**config.mk**
```make
export PLATFORM = sky130hd
export DESIGN_NAME = mem_arbiter
export DESIGN_NICKNAME = d
export VERILOG_FILES = /design/src/rtl/mem_arbiter.sv
export SDC_FILE = /design/constraint.sdc
export NUM_CORES = 1
export LEC_CHECK = 0
export CAP_MARGIN = 20
export CORE_AREA = 4 4 102 104
export DETAILED_ROUTE_END_ITERATION = 16
export DIE_AREA = 0 0 106 108
export PLACE_DENSITY = 0.72
export SYNTH_ARGS = -nofsm -noshare
export SYNTH_HDL_FRONTEND = slang
export SYNTH_SLANG_ARGS = --single-unit
```
**constraint.sdc**
```tcl
create_clock -name CLK -period 5.4 [get_ports CLK]
set_input_delay 0.54 -clock CLK [delete_from_list [all_inputs] [get_ports CLK]]
set_output_delay 0.54 -clock CLK [all_outputs]
set_load 0.05 [all_outputs]
```
**src/rtl/mem_arbiter.sv**
```systemverilog
`default_nettype none
// ============================================================================
// Module   : mem_arbiter
// Purpose  : Arbitrates icache/dcache accesses onto one RAM port, dcache first
//            with a starvation cap, error/timeout abort and a sticky error flag.
// Revision : 1.0
// ============================================================================
module mem_arbiter #(
    parameter int STARVE_LIM = 4,
    parameter int TIMEOUT    = 255
) (
    input  logic        CLK,
    input  logic        nRST,
    input  logic        iREN,
    input  logic [31:0] iaddr,
    input  logic        dREN,
    input  logic        dWEN,
    input  logic [31:0] daddr,
    input  logic [31:0] dstore,
    output logic        iwait,
    output logic        dwait,
    output logic [31:0] iload,
    output logic [31:0] dload,
    output logic        ramREN,
    output logic        ramWEN,
    output logic [31:0] ramaddr,
    output logic [31:0] ramstore,
    input  logic [31:0] ramload,
    input  logic [1:0]  ramstate,
    output logic        memerr
);

    localparam int CW = (STARVE_LIM < 1) ? 1 : $clog2(STARVE_LIM + 1);
    localparam logic [CW-1:0] c_starve_lim = CW'(STARVE_LIM);
    localparam logic [8:0]    c_timeout    = 9'(TIMEOUT);
    localparam logic [1:0]    c_rs_access  = 2'd2;
    localparam logic [1:0]    c_rs_error   = 2'd3;

    typedef enum logic [1:0] {
        IDLE   = 2'd0,
        SERV_D = 2'd1,
        SERV_I = 2'd2
    } state_t;

    state_t        state_q, state_d;
    logic [CW-1:0] dcnt_q, dcnt_d;
    logic [8:0]    tcnt_q, tcnt_d;
    logic          memerr_q, memerr_d;

    logic          w_dreq;
    logic          w_starving;
    logic          w_req_granted;
    logic [8:0]    w_tnext;

    assign w_dreq     = dREN | dWEN;
    assign w_starving = (dcnt_q == c_starve_lim) && iREN;
    assign w_tnext    = tcnt_q + 9'd1;

    assign iload  = ramload;
    assign dload  = ramload;
    assign memerr = memerr_q;

    always_ff @(posedge CLK or negedge nRST) begin
        if (!nRST) begin
            state_q  <= IDLE;
            dcnt_q   <= '0;
            tcnt_q   <= '0;
            memerr_q <= 1'b0;
        end else begin
            state_q  <= state_d;
            dcnt_q   <= dcnt_d;
            tcnt_q   <= tcnt_d;
            memerr_q <= memerr_d;
        end
    end

    always_comb begin
        state_d       = state_q;
        dcnt_d        = dcnt_q;
        tcnt_d        = tcnt_q;
        memerr_d      = memerr_q;
        ramREN        = 1'b0;
        ramWEN        = 1'b0;
        ramaddr       = '0;
        ramstore      = '0;
        iwait         = 1'b1;
        dwait         = 1'b1;
        w_req_granted = 1'b0;

        case (state_q)
            IDLE: begin
                tcnt_d = '0;
                if (w_dreq && !w_starving) begin
                    state_d = SERV_D;
                    if (!iREN)
                        dcnt_d = '0;
                    else if (dcnt_q != c_starve_lim)
                        dcnt_d = dcnt_q + CW'(1);
                end else if (iREN) begin
                    state_d = SERV_I;
                    dcnt_d  = '0;
                end
            end
            SERV_D: begin
                ramaddr       = daddr;
                ramstore      = dstore;
                ramWEN        = dWEN;
                ramREN        = dREN & ~dWEN;
                w_req_granted = w_dreq;
            end
            SERV_I: begin
                ramaddr       = iaddr;
                ramREN        = 1'b1;
                w_req_granted = iREN;
            end
            default: state_d = IDLE;
        endcase

        // A dropped request abandons the access silently; otherwise the RAM
        // status decides between completion, error abort and timeout.
        if (state_q == SERV_D || state_q == SERV_I) begin
            if (!w_req_granted) begin
                state_d = IDLE;
            end else if (ramstate == c_rs_access) begin
                state_d = IDLE;
                if (state_q == SERV_D)
                    dwait = 1'b0;
                else
                    iwait = 1'b0;
            end else if (ramstate == c_rs_error) begin
                memerr_d = 1'b1;
                state_d  = IDLE;
            end else begin
                tcnt_d = w_tnext;
                if (w_tnext == c_timeout) begin
                    memerr_d = 1'b1;
                    state_d  = IDLE;
                end
            end
        end
    end

endmodule
`default_nettype wire

```
==> metrics.txt <==
run status completed; RSZ-0062 raised after global routing false; vias in the first global route 2408; clk slew on worst S/H paths 0.06 ns; Total Routing Usage GR 0.164; Die Y 108 µm; final hold vios 0; Clk Latency, worst-skew pair 0.25 ns; row count 36; r2r worst-path depth 8; Post-Place Cells 523; Post-CTS Hold Buffers 0; initial core utilization 0.225; Worst Hold End tcnt_q[4]; Multi-input gate area 1170 µm²; worst vdd ir 422 µV; commonest non-fill, non-tap cell in the layout clkdlybuf4s50_1; commonest cells after routing, fill and taps aside 171 x clkdlybuf4s50_1, 39 x nor2_1, 34 x and2_1, 32 x a22oi_1; Die Width 106 µm; Core Box Area 9550 µm²; CP Buf/Inv Count 3; critical path arrival 3.18 ns; final worst path period need 3.72 ns; RR Endpoint tcnt_q[3]; Synth Instances 300; initial drt markers 161; via count 2403; Port Buffers 171; worst clock skew 0.00637 ns; Critical Path Source Type flip-flop; max_slew headroom 0.510; Max Slew Vio Count 0; Hold Startpoint tcnt_q[4]; period utilization 0.688; Fin Hold WS 0.539 ns; Post-Layout Cell Count 527; H-tree depth 1; Synth Warn # 0; CP Cell Sequence inv_1, ha_1, buf_4, nand2_1, a21oi_1, nand2_1, or3_1, clkdlybuf4s50_1; I/O pin total 268; MaxCap Viol Count 0; Fmax achieved 269 MHz; CP most frequent cell nand2_1; Crit Reg-Reg Startpoint state_q[0]; initial antenna violation count 0; CP max-delay cell clkdlybuf4s50_1; Vias per Instance 4.56; Pwr Density 456 nW/µm²; fin worst setup slack 1.68 ns; routed wire length 10000 µm; min-delay worst type flip-flop to flip-flop; Post-CTS Setup Inserts 0; routability cong. 0.877; Final Setup Violations 0; Syn Nets 442; GR Overflow Total 0; pre-CTS setup slack 1.95 ns; worst-case clock buffer depth 2; sequential share of the synthesized area 0.175; Max stage delay on crit path 0.71 ns; number of synthesized register bits 15; total CTS buffers 3; Netlist cell types 38; first-pass GRT wire length 14600 µm; nets 537; Synth Flop Type dfrtp_1; CTS sink count 15; Async SR Flop Fraction 1.00; dpl hpwl 8300 µm; Tot Pwr 1.61 mW; Critical Path RT 4.86 ns; Worst Tran Pin Value 0.732 ns; layout cells sized above 1 0.0330; First-pass DRT Iterations 4; # DRC 0; P&R area growth vs syn 63.9%; critical path class flip-flop to output pin; largest net degree at the start of global routing 69; CP top delay family buffers and inverters; EDFF count, synth 0; Fillers 989; Register Area 375 µm²; WL per Instance 19.0 µm; sum of negative setup slack 0 ns; R2R Setup Slk 2.72 ns; Root Driver clkbuf_8; Final ANT Viol Nets 0; Crit. End Element output pin; synthesized area per cell 7.17 µm²; CTS tree yes; post_cts resized 0; n_diodes 0; Synth Cell Area 2150 µm²; worst hold stages 1; DIE AREA 11400 µm²; Lkg Pwr 1.27 nW; maximum fanout along the worst path 18
## worst reg2reg max path: cells and delay by family (launching register included)
family                   cells  cell delay [ns]
AND/OR/NAND/NOR              2             0.42
flip-flops                   1             0.40
buffers and inverters        2             0.44
adder cells (fa/ha/maj)      1             0.53
AO/OA/AOI/OAI                3             0.76
## final cells by class
class	count	area share
clock buffer	4	0.0128
inverter	10	0.0107
multi-input combinational	192	0.333
sequential	15	0.107
tap	133	0.0472
timing repair buffer	173	0.490
## where the power goes
part	internal, mW	switching (mW)	leakage [nW]	total, mW
Sequential	0.134	0.0207	0.202	0.154
Clock	0.0522	0.0387	0.0228	0.0909
Combinational	0.440	0.920	1.04	1.36
## per-layer routing
layer	global-route usage	part of all wire	wire, µm	vias up
li1	-	-	-	1142
met1	0.221	0.45	4450	1086
met2	0.255	0.45	4500	171
met3	0.0681	0.10	1020	4
met4	0.0130	0.0026	26	0
met5	0.00893	0	0	-
## cells in the mapped netlist (2+ instances only)
| cell type | n | share of area |
|---|---|---|
| or3_1 | 2 | 0.0058 |
| a22oi_1 | 32 | 0.11 |
| o21ai_1 | 5 | 0.012 |
| buf_1 | 3 | 0.0052 |
| buf_4 | 65 | 0.23 |
| clkbuf_1 | 10 | 0.017 |
| nor2b_1 | 2 | 0.0058 |
| and2_1 | 34 | 0.099 |
| nand2_1 | 15 | 0.026 |
| nand3_1 | 7 | 0.016 |
| a31oi_1 | 4 | 0.012 |
| ha_1 | 7 | 0.041 |
| nor2_1 | 39 | 0.068 |
| o21ai_0 | 12 | 0.028 |
| o31ai_1 | 5 | 0.017 |
| nand4_1 | 2 | 0.0058 |
| nand2b_1 | 2 | 0.0058 |
| buf_2 | 4 | 0.0093 |
| a21oi_1 | 6 | 0.014 |
| inv_1 | 9 | 0.016 |
| dfrtp_1 | 15 | 0.17 |
| o311a_1 | 2 | 0.0093 |
| nand3_2 | 2 | 0.0093 |
| xnor2_1 | 2 | 0.0082 |
## how the worst max path moves through the flow
stage | startpoint | endpoint | slack [ns] | depth (start not counted)
2_1_floorplan | state_q[0] | ramaddr[0] | 3.05 | 6
4_1_cts | state_q[0] | iwait | 1.69 | 8
3_5_place_dp | state_q[0] | iwait | 1.95 | 8
5_1_grt | state_q[0] | iwait | 1.51 | 8
6_report | state_q[0] | iwait | 1.68 | 8
3_3_place_gp | state_q[0] | iwait | 1.99 | 8
## state kept, by name (all words and copies together), names as in the netlist
signal   flops
dcnt_q       3
memerr       1
state_q      2
tcnt_q       9
## metrics by stage
stage / area [µm²] / utilization
after global placement: 3480 / 0.364
after CTS: 3520 / 0.369
after detailed placement: 3480 / 0.364
final: 3520 / 0.369
after floorplan: 2150 / -
after global routing: 3520 / 0.369
## kinds of logic after synthesis
| family | count (synthesis) | synth area share |
|---|---|---|
| AOI/OAI and AO/OA | 72 | 0.232 |
| adders and majority gates | 7 | 0.0407 |
| and+or+nand+nor | 110 | 0.258 |
| DFF | 15 | 0.175 |
| buffers and inverters | 93 | 0.282 |
| xor gates and xnor gates | 3 | 0.0122 |
Power figures use the tool's default switching activity.
==> variant 1, RTL diff (same settings) <==
Encoding of `state_t`: now one-hot (3 bits for 3 states).
--- a/src/rtl/mem_arbiter.sv
+++ b/src/rtl/mem_arbiter.sv
@@ -38,6 +38,6 @@
 
-    typedef enum logic [1:0] {
-        IDLE   = 2'd0,
-        SERV_D = 2'd1,
-        SERV_I = 2'd2
+    typedef enum logic [2:0] {
+        IDLE   = 3'b001,
+        SERV_D = 3'b010,
+        SERV_I = 3'b100
     } state_t;
Check against the original RTL: no difference found for any inputs over 4 cycles, from zero or initial values and one cycle with nRST low; so few cycles prove little.
==> variant 1 against the unedited design <==
- sequential share of layout area grew 0.90 points
- critical path depth shrank 3
- via count shrank 6.3%
- design area shrank 1.3%
- cell count shrank 8.2%
- global-route usage is essentially flat
- area after synthesis shrank 3.6%
- first-iteration DRC count shrank 17%
- setup slack lost 0.073 ns
- sequential cell count grew 1
- routed wire length grew 3.7%
- total power shrank 24%
- combinational power shrank 31%
- largest cell class unchanged
==> variant 1: results (changes against the unedited design) <==
Status
  – Status: complete, no violations (unchanged)

STA
  – Clock skew: 0.00540 ns (was 0.00637 ns)
  – Rel. slew slack: 0.460 (was 0.510)

Route
  – Iter 0 DRT Violations: 133 (was 161)
  – Drt via density: 4.65 (was 4.56)

Global route
  – Pin count of the biggest net entering global routing: 40 (was 69)
  – M1 GR Usage: 0.188 (was 0.221)
  – First-pass GRT wire length: 14.5 mm (was 14.6 mm)
  – GRT met3 Usage: 0.119 (was 0.0681)
  – GRT Util Overall: 0.164 (about the same)
  – Vias in the first global route: 2368 (was 2408)
  – Grt met2 use: 0.261 (was 0.255)

Place
  – RePlAce Congestion: 0.827 (was 0.877)
  – Placed Cells: 480 (was 523)
  – Final HPWL DP: 8.50 mm (was 8.30 mm)

Setup path
  – Worst Path Max Fanout: 39 (was 18)
  – Worst Path Arrival: 3.25 ns (was 3.18 ns)

Clock tree
  – Later-pin clock latency in the skew report: 0.25 ns (about the same)

Power and ir drop
  – Cell leakage power: 1.41 nW (was 1.27 nW)
  – Max IR drop VDD: 0.000207 V (was 0.000422 V)
  – Switch share: 0.551 (was 0.610)

Yosys
  – Yosys cell types: 40 (was 38)
  – Post-synth net total: 397 (was 442)
  – Commonest cells in the netlist: buf_4, a22o_1, and3_1 (was buf_4, nor2_1, and2_1)
  – Main area contributors after synthesis: buf_4, dfrtp_1, a22o_1 (was buf_4, dfrtp_1, a22oi_1)
  – Yosys warns: 0 (unchanged)
  – Sequential fraction of the synthesis area: 0.194 (was 0.175)
  – Flops & latches, synth: 16 (was 15)
  – Gate Count Post-Synth: 258 (was 300)

Final layout
  – Top Registers: tcnt_q (9), dcnt_q (3), state_q (3) (was tcnt_q (9), dcnt_q (3), state_q (2))
  – Layout cell share with drive strength beyond 1: 0.0513 (was 0.0330)
## variant 1: cell types whose count changed after synthesis, moves of 4 or more
cell     change
o21ai_1      -5
a21oi_1      -6
mux2i_1      +4
buf_2        +8
o31ai_1      -4
a22oi_1     -32
and2_1      -32
and3_1      +32
nor3_1       +4
a22o_1      +33
nor2_1      -37
a31oi_1      -4
## variant 1: power by group through the flow
stage          Sequential [W]  Clock, W  Combinational [W]
4_1_cts              0.000174  0.000109           0.000936
5_1_grt              0.000179  0.000115           0.000976
6_report             0.000174  0.000107           0.000932
3_3_place_gp         0.000173         0           0.000919
2_1_floorplan        0.000174         0           0.000728
3_5_place_dp         0.000175         0           0.000926
## variant 1: final timing paths
| check | start | endpoint | slack, ns | cells past startpoint |
|---|---|---|---|---|
| hold / removal | memerr | memerr | 0.51 | 1 |
| max in group asynchronous | nRST | dcnt_q[1] | 4.20 | 1 |
| hold reg to reg | memerr | memerr | 0.51 | 1 |
| setup reg to reg | state_q[0] | state_q[1] | 3.05 | 5 |
| setup / recovery | state_q[0] | ramaddr[9] | 1.61 | 5 |
| min in group asynchronous | nRST | memerr | 0.73 | 1 |
## variant 1: critical path, stage by stage (launching register included)
cell and delay [ns]:
dfstp_2 0.41, inv_1 0.60, and2_1 0.60, buf_4 0.36
a22o_1 0.19, clkdlybuf4s50_1 0.82
## variant 1: cell type report
class                           count  area [um^2]
Fill cell                         975         6070
Tap cell                          133          166
Timing Repair Buffer              174         1750
Multi-Input combinational cell    148         1060
Inverter                            9         33.8
Sequential cell                    16          402
Clock buffer                        4         55.1
## variant 1: through the flow
step                worst slack [ns]  cell area [um^2]  power (W)  hold WS, ns
floorplan                       3.16              2070   0.000903        0.244
finish                          1.61              3480    0.00121        0.515
CTS                             1.57              3480    0.00122        0.519
global placement                1.69              3390    0.00109        0.489
detailed placement              1.86              3420    0.00110        0.479
global route                    1.37              3480    0.00127        0.532
## variant 1: cell families after synthesis
kind of cell             count (synthesis)  synth area share
adder cells (fa/ha/maj)                  4            0.0242
AND/OR/NAND/NOR                         81             0.232
AO/OA/AOI/OAI                           55             0.220
buffers and inverters                   94             0.293
flip-flops                              16             0.194
multiplexers                             4            0.0193
XOR/XNOR                                 4            0.0169
## variant 1: routing by layer
metal | share of wire | wire length, um | vias up
met3 | 0.16 | 1700 | 4
met4 | 0.00096 | 10 | 0
met5 | 0 | 0 | -
met2 | 0.46 | 4760 | 181
li1 | - | - | 1047
met1 | 0.38 | 3900 | 1020
==> variant 2, RTL diff (same settings) <==
Made on the original files. Set the parameter `STARVE_LIM` to 16 (it was 4).
--- a/src/rtl/mem_arbiter.sv
+++ b/src/rtl/mem_arbiter.sv
@@ -8,3 +8,3 @@
 module mem_arbiter #(
-    parameter int STARVE_LIM = 4,
+    parameter int STARVE_LIM = 16,
     parameter int TIMEOUT    = 255
Check against the original RTL: not equivalent (a bounded check fails within 10 cycles, from zero or initial values and one cycle with nRST low).
==> variant 2 against the unedited design <==
- first-iteration DRC count decreased by 19%
- area after synthesis increased by 1.9%
- core utilization rose by 0.60 points
- combinational power grew 13%
- sequential cell count up 2
- largest cell class unchanged
- setup slack better by 0.033 ns
- synthesized cell count fell by 0.33%
- routed wire length up 3.5%
- sequential power increased by 12%
- design area rose by 1.6%
- global-route usage increased by 0.24 points
- total power increased by 13%
==> variant 2: results (changes against the unedited design) <==
Hold path
  – Worst Hold Launch: memerr (was tcnt_q[4])
  – Hold Path Sink: memerr (was tcnt_q[4])

Place
  – Placed cell areas: 3530 um^2 (was 3480 um^2)
  – DP Worst Slack: 2.00 ns (was 1.95 ns)
  – Final HPWL DP: 8.53 mm (was 8.30 mm)
  – Placed Cells: 524 (was 523)
  – RePlAce Congestion: 0.875 (was 0.877)

Yosys
  – Gate Count Post-Synth: 299 (was 300)
  – Post-synth net total: 441 (was 442)
  – Yosys cell types: 41 (was 38)
  – Main area contributors after synthesis: buf_4, dfrtp_1, a22oi_1 (unchanged)

STA
  – Rel. slew slack: 0.465 (was 0.510)
  – Clock skew: 0.00423 ns (was 0.00637 ns)
  – Hold_ws: 0.475 ns (was 0.539 ns)
  – Tmin final: 3.68 ns (was 3.72 ns)

Setup path
  – Beginning of the critical path: state_q[1] (was state_q[0])
  – Worst Path Arrival: 3.14 ns (was 3.18 ns)
  – Critical Path Sink: dwait (was iwait)
  – Worst Path Max Fanout: 36 (was 18)

Route
  – WL met3: 1.34 mm (was 1.02 mm)
  – Iter 0 DRT Violations: 131 (was 161)
  – DRT met1 WL: 4.35 mm (was 4.45 mm)
  – Via Count: 2480 (was 2403)
  – Met2 WL: 4.62 mm (was 4.50 mm)
  – Detailed Route WL: 10.3 mm (was 10.0 mm)

Power and ir drop
  – Cell leakage power: 1.34 nW (was 1.27 nW)
  – Max IR drop VDD: 0.000159 V (was 0.000422 V)

Final layout
  – Top Registers: tcnt_q (9), dcnt_q (5), state_q (2) (was tcnt_q (9), dcnt_q (3), state_q (2))
  – Layout cell share with drive strength beyond 1: 0.0278 (was 0.0330)
  – Finished Layout Cells: 529 (was 527)

Global route
  – GRT met3 Usage: 0.0955 (was 0.0681)
  – M1 GR Usage: 0.212 (was 0.221)
  – Grt met2 use: 0.253 (was 0.255)
  – Pin count of the biggest net entering global routing: 37 (was 69)
  – GRT Util Overall: 0.166 (was 0.164)
  – Vias in the first global route: 2367 (was 2408)

Status
  – Status: complete, no violations (unchanged)
## variant 2: cell types whose count changed in the layout (fill, tap and decap cells not counted), moves of 3 or more
cell	delta
nand2_1	-4
nor2_1	+4
o21ai_1	-4
nand3_1	-3
## variant 2: where the power goes
part           switching [W]  total [W]  leakage, nW  internal [W]
logic                0.00104    0.00154         1.09      0.000497
registers          0.0000221   0.000172        0.229      0.000150
clock network      0.0000452  0.0000964       0.0255     0.0000512
total                0.00111    0.00181         1.34      0.000698
## variant 2: final cells by class
class	instances	area (um^2)
Fill cell	961	5970
Timing Repair Buffer	173	1730
Multi-Input combinational cell	189	1170
Sequential cell	17	425
Tap cell	133	166
Inverter	12	45.0
Clock buffer	3	41.3
Clock inverter	1	5.00
Antenna cell	1	2.50
## variant 2: cell families after synthesis
logic type,synth area share
muxes,0.00457
AOI/OAI and AO/OA,0.221
xor gates and xnor gates,0.0200
and+or+nand+nor,0.246
adders and majority gates,0.0400
DFF,0.194
buffers and inverters,0.274
